`src/rtl/seg_serial_display_if.sv`:
```
// Control/data bundle between the display data mux and the serial segment driver.
interface seg_serial_display_if #(
  parameter int unsigned DIGITS = 8
);
  logic                  start;
  logic [1:0]            mode;
  logic                  flash;
  logic [4*DIGITS-1:0]   hexs;
  logic [DIGITS-1:0]     points;
  logic [DIGITS-1:0]     les;
  logic [8*DIGITS-1:0]   raw_seg;
  logic                  busy;
  logic                  done;
  logic [8*DIGITS-1:0]   seg64;

  modport master (
    output start, mode, flash, hexs, points, les, raw_seg,
    input  busy, done, seg64
  );

  modport slave (
    input  start, mode, flash, hexs, points, les, raw_seg,
    output busy, done, seg64
  );
endinterface

```
`src/rtl/seg_serial_display.sv`:
```
// Serial driver for a chain of 7-segment digits behind shift-register/latch ICs.
// Builds an active-low frame, then issues clear pulse -> clocked bits -> latch pulse.
module seg_serial_display #(
  parameter int unsigned DIGITS     = 8,
  parameter int unsigned CLK_DIV    = 2,
  parameter int unsigned FLASH_BITS = 24,
  parameter bit          DIR        = 1'b1
) (
  input  logic              clk,
  input  logic              rst,
  seg_serial_display_if.slave bus,
  output logic              seg_clk,
  output logic              seg_sout,
  output logic              SEG_PEN,
  output logic              seg_clrn
);

  localparam int unsigned NBITS = 8 * DIGITS;
  localparam int unsigned DIV_W = (CLK_DIV > 1) ? $clog2(CLK_DIV) : 1;
  localparam int unsigned BIT_W = $clog2(NBITS);

  typedef enum logic [2:0] {IDLE, CLEAR, SHIFT, LATCH, DONE} state_t;

  state_t             state_q, state_d;
  logic [DIV_W-1:0]   div_q, div_d;
  logic [BIT_W-1:0]   bit_q, bit_d;
  logic [NBITS-1:0]   shreg_q, shreg_d;
  logic [NBITS-1:0]   seg64_q, seg64_d;
  logic [NBITS-1:0]   frame;
  logic [NBITS-1:0]   shreg_next;
  logic               busy_q, busy_d;
  logic               done_q, done_d;
  logic               sclk_q, sclk_d;
  logic               sout_q, sout_d;
  logic               pen_q, pen_d;
  logic               clrn_q, clrn_d;
  logic [FLASH_BITS-1:0] cnt_q;

  function automatic logic [6:0] hex7(input logic [3:0] h);
    logic [6:0] s;
    s = 7'h00;
    unique case (h)
      4'h0: s = 7'h3F;  4'h1: s = 7'h06;  4'h2: s = 7'h5B;  4'h3: s = 7'h4F;
      4'h4: s = 7'h66;  4'h5: s = 7'h6D;  4'h6: s = 7'h7D;  4'h7: s = 7'h07;
      4'h8: s = 7'h7F;  4'h9: s = 7'h6F;  4'hA: s = 7'h77;  4'hB: s = 7'h7C;
      4'hC: s = 7'h39;  4'hD: s = 7'h5E;  4'hE: s = 7'h79;  4'hF: s = 7'h71;
      default: s = 7'h00;
    endcase
    return s;
  endfunction

  function automatic logic first_bit(input logic [NBITS-1:0] v);
    return DIR ? v[NBITS-1] : v[0];
  endfunction

  // Active-high lit pattern per digit, inverted into the active-low frame
  always_comb begin
    logic [7:0] lit;
    frame = '1;
    lit   = 8'h00;
    for (int i = 0; i < int'(DIGITS); i++) begin
      unique case (bus.mode)
        2'd0:    lit = {bus.points[i], hex7(bus.hexs[4*i +: 4])};
        2'd1:    lit = bus.raw_seg[8*i +: 8];
        2'd2:    lit = 8'h00;
        default: lit = 8'hFF;
      endcase
      if (!bus.mode[1] && bus.flash && bus.les[i] && cnt_q[FLASH_BITS-1])
        lit = 8'h00;
      frame[8*i +: 8] = ~lit;
    end
  end

  assign shreg_next = DIR ? {shreg_q[NBITS-2:0], 1'b0} : {1'b0, shreg_q[NBITS-1:1]};

  // Next-state and next-output logic
  always_comb begin
    state_d = state_q;
    div_d   = div_q;
    bit_d   = bit_q;
    shreg_d = shreg_q;
    seg64_d = seg64_q;
    busy_d  = busy_q;
    done_d  = 1'b0;
    sclk_d  = sclk_q;
    sout_d  = sout_q;
    pen_d   = pen_q;
    clrn_d  = 1'b1;

    unique case (state_q)
      IDLE: begin
        busy_d = 1'b0;
        sclk_d = 1'b0;
        pen_d  = 1'b0;
        if (bus.start) begin
          state_d = CLEAR;
          shreg_d = frame;
          seg64_d = frame;
          clrn_d  = 1'b0;
          busy_d  = 1'b1;
        end
      end
      CLEAR: begin
        state_d = SHIFT;
        sclk_d  = 1'b0;
        sout_d  = first_bit(shreg_q);
        div_d   = '0;
        bit_d   = '0;
      end
      SHIFT: begin
        if (div_q == DIV_W'(CLK_DIV - 1)) begin
          div_d = '0;
          if (!sclk_q) begin
            sclk_d = 1'b1;
          end else begin
            sclk_d = 1'b0;
            if (bit_q == BIT_W'(NBITS - 1)) begin
              state_d = LATCH;
              pen_d   = 1'b1;
            end else begin
              bit_d   = bit_q + BIT_W'(1);
              shreg_d = shreg_next;
              sout_d  = first_bit(shreg_next);
            end
          end
        end else begin
          div_d = div_q + DIV_W'(1);
        end
      end
      LATCH: begin
        if (div_q == DIV_W'(CLK_DIV - 1)) begin
          div_d   = '0;
          state_d = DONE;
          pen_d   = 1'b0;
          done_d  = 1'b1;
        end else begin
          div_d = div_q + DIV_W'(1);
        end
      end
      DONE: begin
        state_d = IDLE;
        busy_d  = 1'b0;
      end
      default: begin
        state_d = IDLE;
        busy_d  = 1'b0;
      end
    endcase
  end

  always_ff @(posedge clk) begin
    if (rst) begin
      state_q <= IDLE;
      div_q   <= '0;
      bit_q   <= '0;
      shreg_q <= '1;
      seg64_q <= '1;
      busy_q  <= 1'b0;
      done_q  <= 1'b0;
      sclk_q  <= 1'b0;
      sout_q  <= 1'b0;
      pen_q   <= 1'b0;
      clrn_q  <= 1'b1;
      cnt_q   <= '0;
    end else begin
      state_q <= state_d;
      div_q   <= div_d;
      bit_q   <= bit_d;
      shreg_q <= shreg_d;
      seg64_q <= seg64_d;
      busy_q  <= busy_d;
      done_q  <= done_d;
      sclk_q  <= sclk_d;
      sout_q  <= sout_d;
      pen_q   <= pen_d;
      clrn_q  <= clrn_d;
      cnt_q   <= cnt_q + FLASH_BITS'(1);
    end
  end

  assign bus.busy  = busy_q;
  assign bus.done  = done_q;
  assign bus.seg64 = seg64_q;
  assign seg_clk   = sclk_q;
  assign seg_sout  = sout_q;
  assign SEG_PEN   = pen_q;
  assign seg_clrn  = clrn_q;

endmodule

```
`src/flat_wrapper.sv`:
```
// flat-port wrapper written by rule: the top's interface ports become plain ports
module seg_serial_display_flat 
#(
  parameter int unsigned DIGITS     = 8,
  parameter int unsigned CLK_DIV    = 2,
  parameter int unsigned FLASH_BITS = 24,
  parameter bit          DIR        = 1'b1
)
  (clk, rst, seg_clk, seg_sout, SEG_PEN, seg_clrn, bus_start, bus_mode, bus_flash, bus_hexs, bus_points, bus_les, bus_raw_seg, bus_busy, bus_done, bus_seg64);
  seg_serial_display_if #(.DIGITS(DIGITS)) bus_i ();
  input  logic clk;
  input  logic rst;
  output logic seg_clk;
  output logic seg_sout;
  output logic SEG_PEN;
  output logic seg_clrn;
  input wire logic [$bits(bus_i.start)-1:0] bus_start;
  input wire logic [$bits(bus_i.mode)-1:0] bus_mode;
  input wire logic [$bits(bus_i.flash)-1:0] bus_flash;
  input wire logic [$bits(bus_i.hexs)-1:0] bus_hexs;
  input wire logic [$bits(bus_i.points)-1:0] bus_points;
  input wire logic [$bits(bus_i.les)-1:0] bus_les;
  input wire logic [$bits(bus_i.raw_seg)-1:0] bus_raw_seg;
  output wire logic [$bits(bus_i.busy)-1:0] bus_busy;
  output wire logic [$bits(bus_i.done)-1:0] bus_done;
  output wire logic [$bits(bus_i.seg64)-1:0] bus_seg64;
  assign bus_i.start = bus_start;
  assign bus_i.mode = bus_mode;
  assign bus_i.flash = bus_flash;
  assign bus_i.hexs = bus_hexs;
  assign bus_i.points = bus_points;
  assign bus_i.les = bus_les;
  assign bus_i.raw_seg = bus_raw_seg;
  assign bus_busy = bus_i.busy;
  assign bus_done = bus_i.done;
  assign bus_seg64 = bus_i.seg64;
  seg_serial_display #(.DIGITS(DIGITS), .CLK_DIV(CLK_DIV), .FLASH_BITS(FLASH_BITS), .DIR(DIR)) u_core (.clk(clk), .rst(rst), .bus(bus_i), .seg_clk(seg_clk), .seg_sout(seg_sout), .SEG_PEN(SEG_PEN), .seg_clrn(seg_clrn));
endmodule
```
`config.mk`:
```
export PLATFORM = sky130hd
export DESIGN_NAME = seg_serial_display_flat
export DESIGN_NICKNAME = d
export VERILOG_FILES = /design/src/rtl/seg_serial_display_if.sv /design/src/rtl/seg_serial_display.sv /design/src/flat_wrapper.sv
export SDC_FILE = /design/constraint.sdc
export NUM_CORES = 1
export LEC_CHECK = 0
export ABC_CLOCK_PERIOD_IN_PS = 1700
export CAP_MARGIN = 25
export CORE_UTILIZATION = 35
export DETAILED_ROUTE_END_ITERATION = 10
export GPL_TIMING_DRIVEN = 0
export SKIP_LAST_GASP = 1
export SYNTH_ARGS = -nofsm -noshare
export SYNTH_HDL_FRONTEND = slang
export SYNTH_SLANG_ARGS = --single-unit
```
`constraint.sdc`:
```
create_clock -name clk -period 1.7 [get_ports clk]
set_input_delay 0.34 -clock clk [delete_from_list [all_inputs] [get_ports clk]]
set_output_delay 0.34 -clock clk [all_outputs]
set_load 0.01 [all_outputs]
```
==> results.toml <==
[timing]
rsz0062_at_grt = "yes"
hold_slack_ns = 0.439
min_period_over_period_pct = 104
worst_pin_slew_ns = 0.746
finalHoldViolCount = 0
slew_viol_final = 0
slew-limit-headroom_pct = 50.3
setup_slack_ns = -0.0641
period_minus_slack_ns = 1.76
max_freq_ghz = 0.567
fin_skew_ns = 0.0138
setup_viol = 75

[pwr]
p_total_mw = 13.3
power.leakage_nw = 5.31
power_density_nw_per_um2 = 985
peakVddDrop_mv = 0.748

[routing]
vias_per_cell = 5.75
post-route-drc-count = 6
vias = 10185
drt_iter0_markers = 867
wirelength_um = 38400
antenna_left = 0
first_pass_iters = 8
routedWlPerCell_um = 21.7

[yosys]
syn_inst = 1185
yosysUniqueCellTypes = 71
syn_area_sq_um = 9430
async_flop_share_pct = 0
synth_seq_cells = 168
synth-edff-count = 0
yosys_warnings = 0
syn_area_per_cell_sq_um = 7.96
ys.flop_type = "dfxtp_1"
syn-num-nets = 1353
yosysSeqAreaShare_pct = 35.7

[die]
die_area_sq_um = 27600
row_count = 59
initial_core_util_pct = 35.9
dieHeight_um = 166
num_io_pins = 188
core-area_sq_um = 26300
die_w_um = 166

[clocking]
cts_sinks = 168
cts-root-buf = "clkbuf_16"
clkTransAtPathRegs_ns = 0.07
cts_hold_buf = 0
cts_tree = "yes"
clk_latency_ns = 0.44
clock_path_buffers = 2
cts_made_buffers = 17
htree_levels = 4

[finish]
final_common_cell = "dfxtp_1"
layout-drive-gt1-share_pct = 19.1
final_cell_mix = "161 x dfxtp_1, 139 x nor2_1, 123 x clkdlybuf4s50_1"
area_delta_synth_final_pct = 43.5
final_area_sq_um = 13500
fin_nets = 1592
antenna_cells = 0

[status]
violations = "design-rule violations, negative setup slack"
status = "finished, violations left"

[job]
drv_cap = 0

[setup_path]
cp_common_cell = "buf_6"
required_ns = 2.01
crit_path_cell_trace = "buf_6 > nor2b_4 > nand2_4 > nor2_4 > clkinvlp_4 > buf_6 > a21oi_4 > a21oi_1"
crit_family = "simple AND/OR/NAND/NOR gates"
cp.arrival_ns = 2.08
crit_type = "reg2reg"
critPathMaxFanout = 7
crit_path_max_incr_delay_ns = 0.37
path_buf_inv = 3
crit_path_end_kind = "flop"
start_kind = "flop"
slowest_stage = "dfxtp_4"

[placed_design]
dp_slack_ns = -1.65
hpwlAfterDp_um = 27400
portBuffers = 183
gp_routability_congestion = 0.899
placed_area_sq_um = 11700

[grt]
overflow = 0
grt_use_total_pct = 26.8
grt_pass1_vias = 9553
grt_pass1_wl_um = 56400
antenna_found_initial = 0
grt_max_degree = 17

[hold_path]
hp-class = "reg2reg"
-- per-stage QoR --
stage / instances / utilization (%) / setup TNS (ns)
finish: 1772 / 51.5 / -2.09
global route: 1772 / 51.5 / -6.02
CTS: 1755 / 49.3 / -0.451
detailed placement: 1703 / 44.6 / -167.50
global placement: 1703 / 44.6 / -166.83
floorplan: 1185 / - / -0.0157
-- cells in the mapped netlist, types with 15 or more instances --
cell type	instances	area (sq um)
o22ai_1	21	131
a211oi_1	21	158
nor2b_1	34	213
nor3_1	20	100
o21ai_0	127	636
o211ai_1	17	128
inv_1	33	124
clkbuf_1	54	203
o22a_1	15	131
a31oi_1	30	188
nor2_1	143	537
dfxtp_1	168	3360
nand2_1	67	251
and3_1	15	93.8
nand3_1	20	100
nand2b_1	17	106
a21oi_1	105	526
a211o_1	18	158
buf_2	26	130
ha_1	50	626
mux2i_1	17	170
-- where the power goes --
group	switching (mW)	internal, mW
logic	2.41	2.01
clock network	1.82	2.20
registers	0.393	4.50
-- routing by layer --
metal	global-route usage [%]	part of all wire, %
met1	35.5	43
met2	42.1	45
met3	6.10	8.7
met4	10.5	3.8
met5	0	0
-- cell families after synthesis --
logic type,Yosys count,share of synthesized area [%]
buffers and inverters,118,5.12
AOI/OAI and AO/OA,439,29.6
xor gates and xnor gates,24,2.23
DFF,168,35.7
and+or+nand+nor,368,18.9
adders and majority gates,50,6.63
muxes,18,1.92
-- worst reg2reg max path, cell delays in order (launching register included) --
cell and delay (ns):
dfxtp_4 0.37, buf_6 0.12, nor2b_4 0.21, nand2_4 0.12, nor2_4 0.18, clkinvlp_4 0.13
buf_6 0.15, a21oi_4 0.25, a21oi_1 0.11
-- flip-flops by register name, indices dropped and copies added, names as in the netlist --
register	count
u_core.shreg_q	64
u_core.cnt_q	24
u_core.seg_clk	1
u_core.bus.done	1
u_core.bit_q	6
u_core.bus.busy	1
u_core.seg_sout	1
u_core.div_q	1
u_core.bus.seg64	64
u_core.SEG_PEN	1
u_core.state_q	3
u_core.seg_clrn	1
-- area by class of cell --
class / count / area [sq um]
fillers: 2553 / 12700
multi-input cells: 900 / 6160
flip-flops and latches: 168 / 3380
repair buffers: 225 / 2250
plain buffers: 79 / 617
clock buffers: 17 / 425
well taps: 335 / 419
clock inverters: 15 / 164
inverters: 33 / 128
-- timing repair --
action,4_1_cts,5_1_grt
resized for setup,218,178
buffers inserted,22,16
endpoints found under the setup margin,180,171
pin swaps,13,45
gates cloned,0,5
-- final timing paths --
check             cells past startpoint                            from  slack [ns]                                end
setup / recovery                      8  u_core.state_q[1]$_SDFFE_PP0P_       -0.06  u_core.bus.seg64[42]$_SDFFE_PP1P_
hold / removal                        1      u_core.cnt_q[0]$_SDFF_PP0_        0.44         u_core.cnt_q[0]$_SDFF_PP0_
setup reg to reg                      8  u_core.state_q[1]$_SDFFE_PP0P_       -0.06  u_core.bus.seg64[42]$_SDFFE_PP1P_
hold reg to reg                       1      u_core.cnt_q[0]$_SDFF_PP0_        0.44         u_core.cnt_q[0]$_SDFF_PP0_
(Power assumes the default switching activity.)
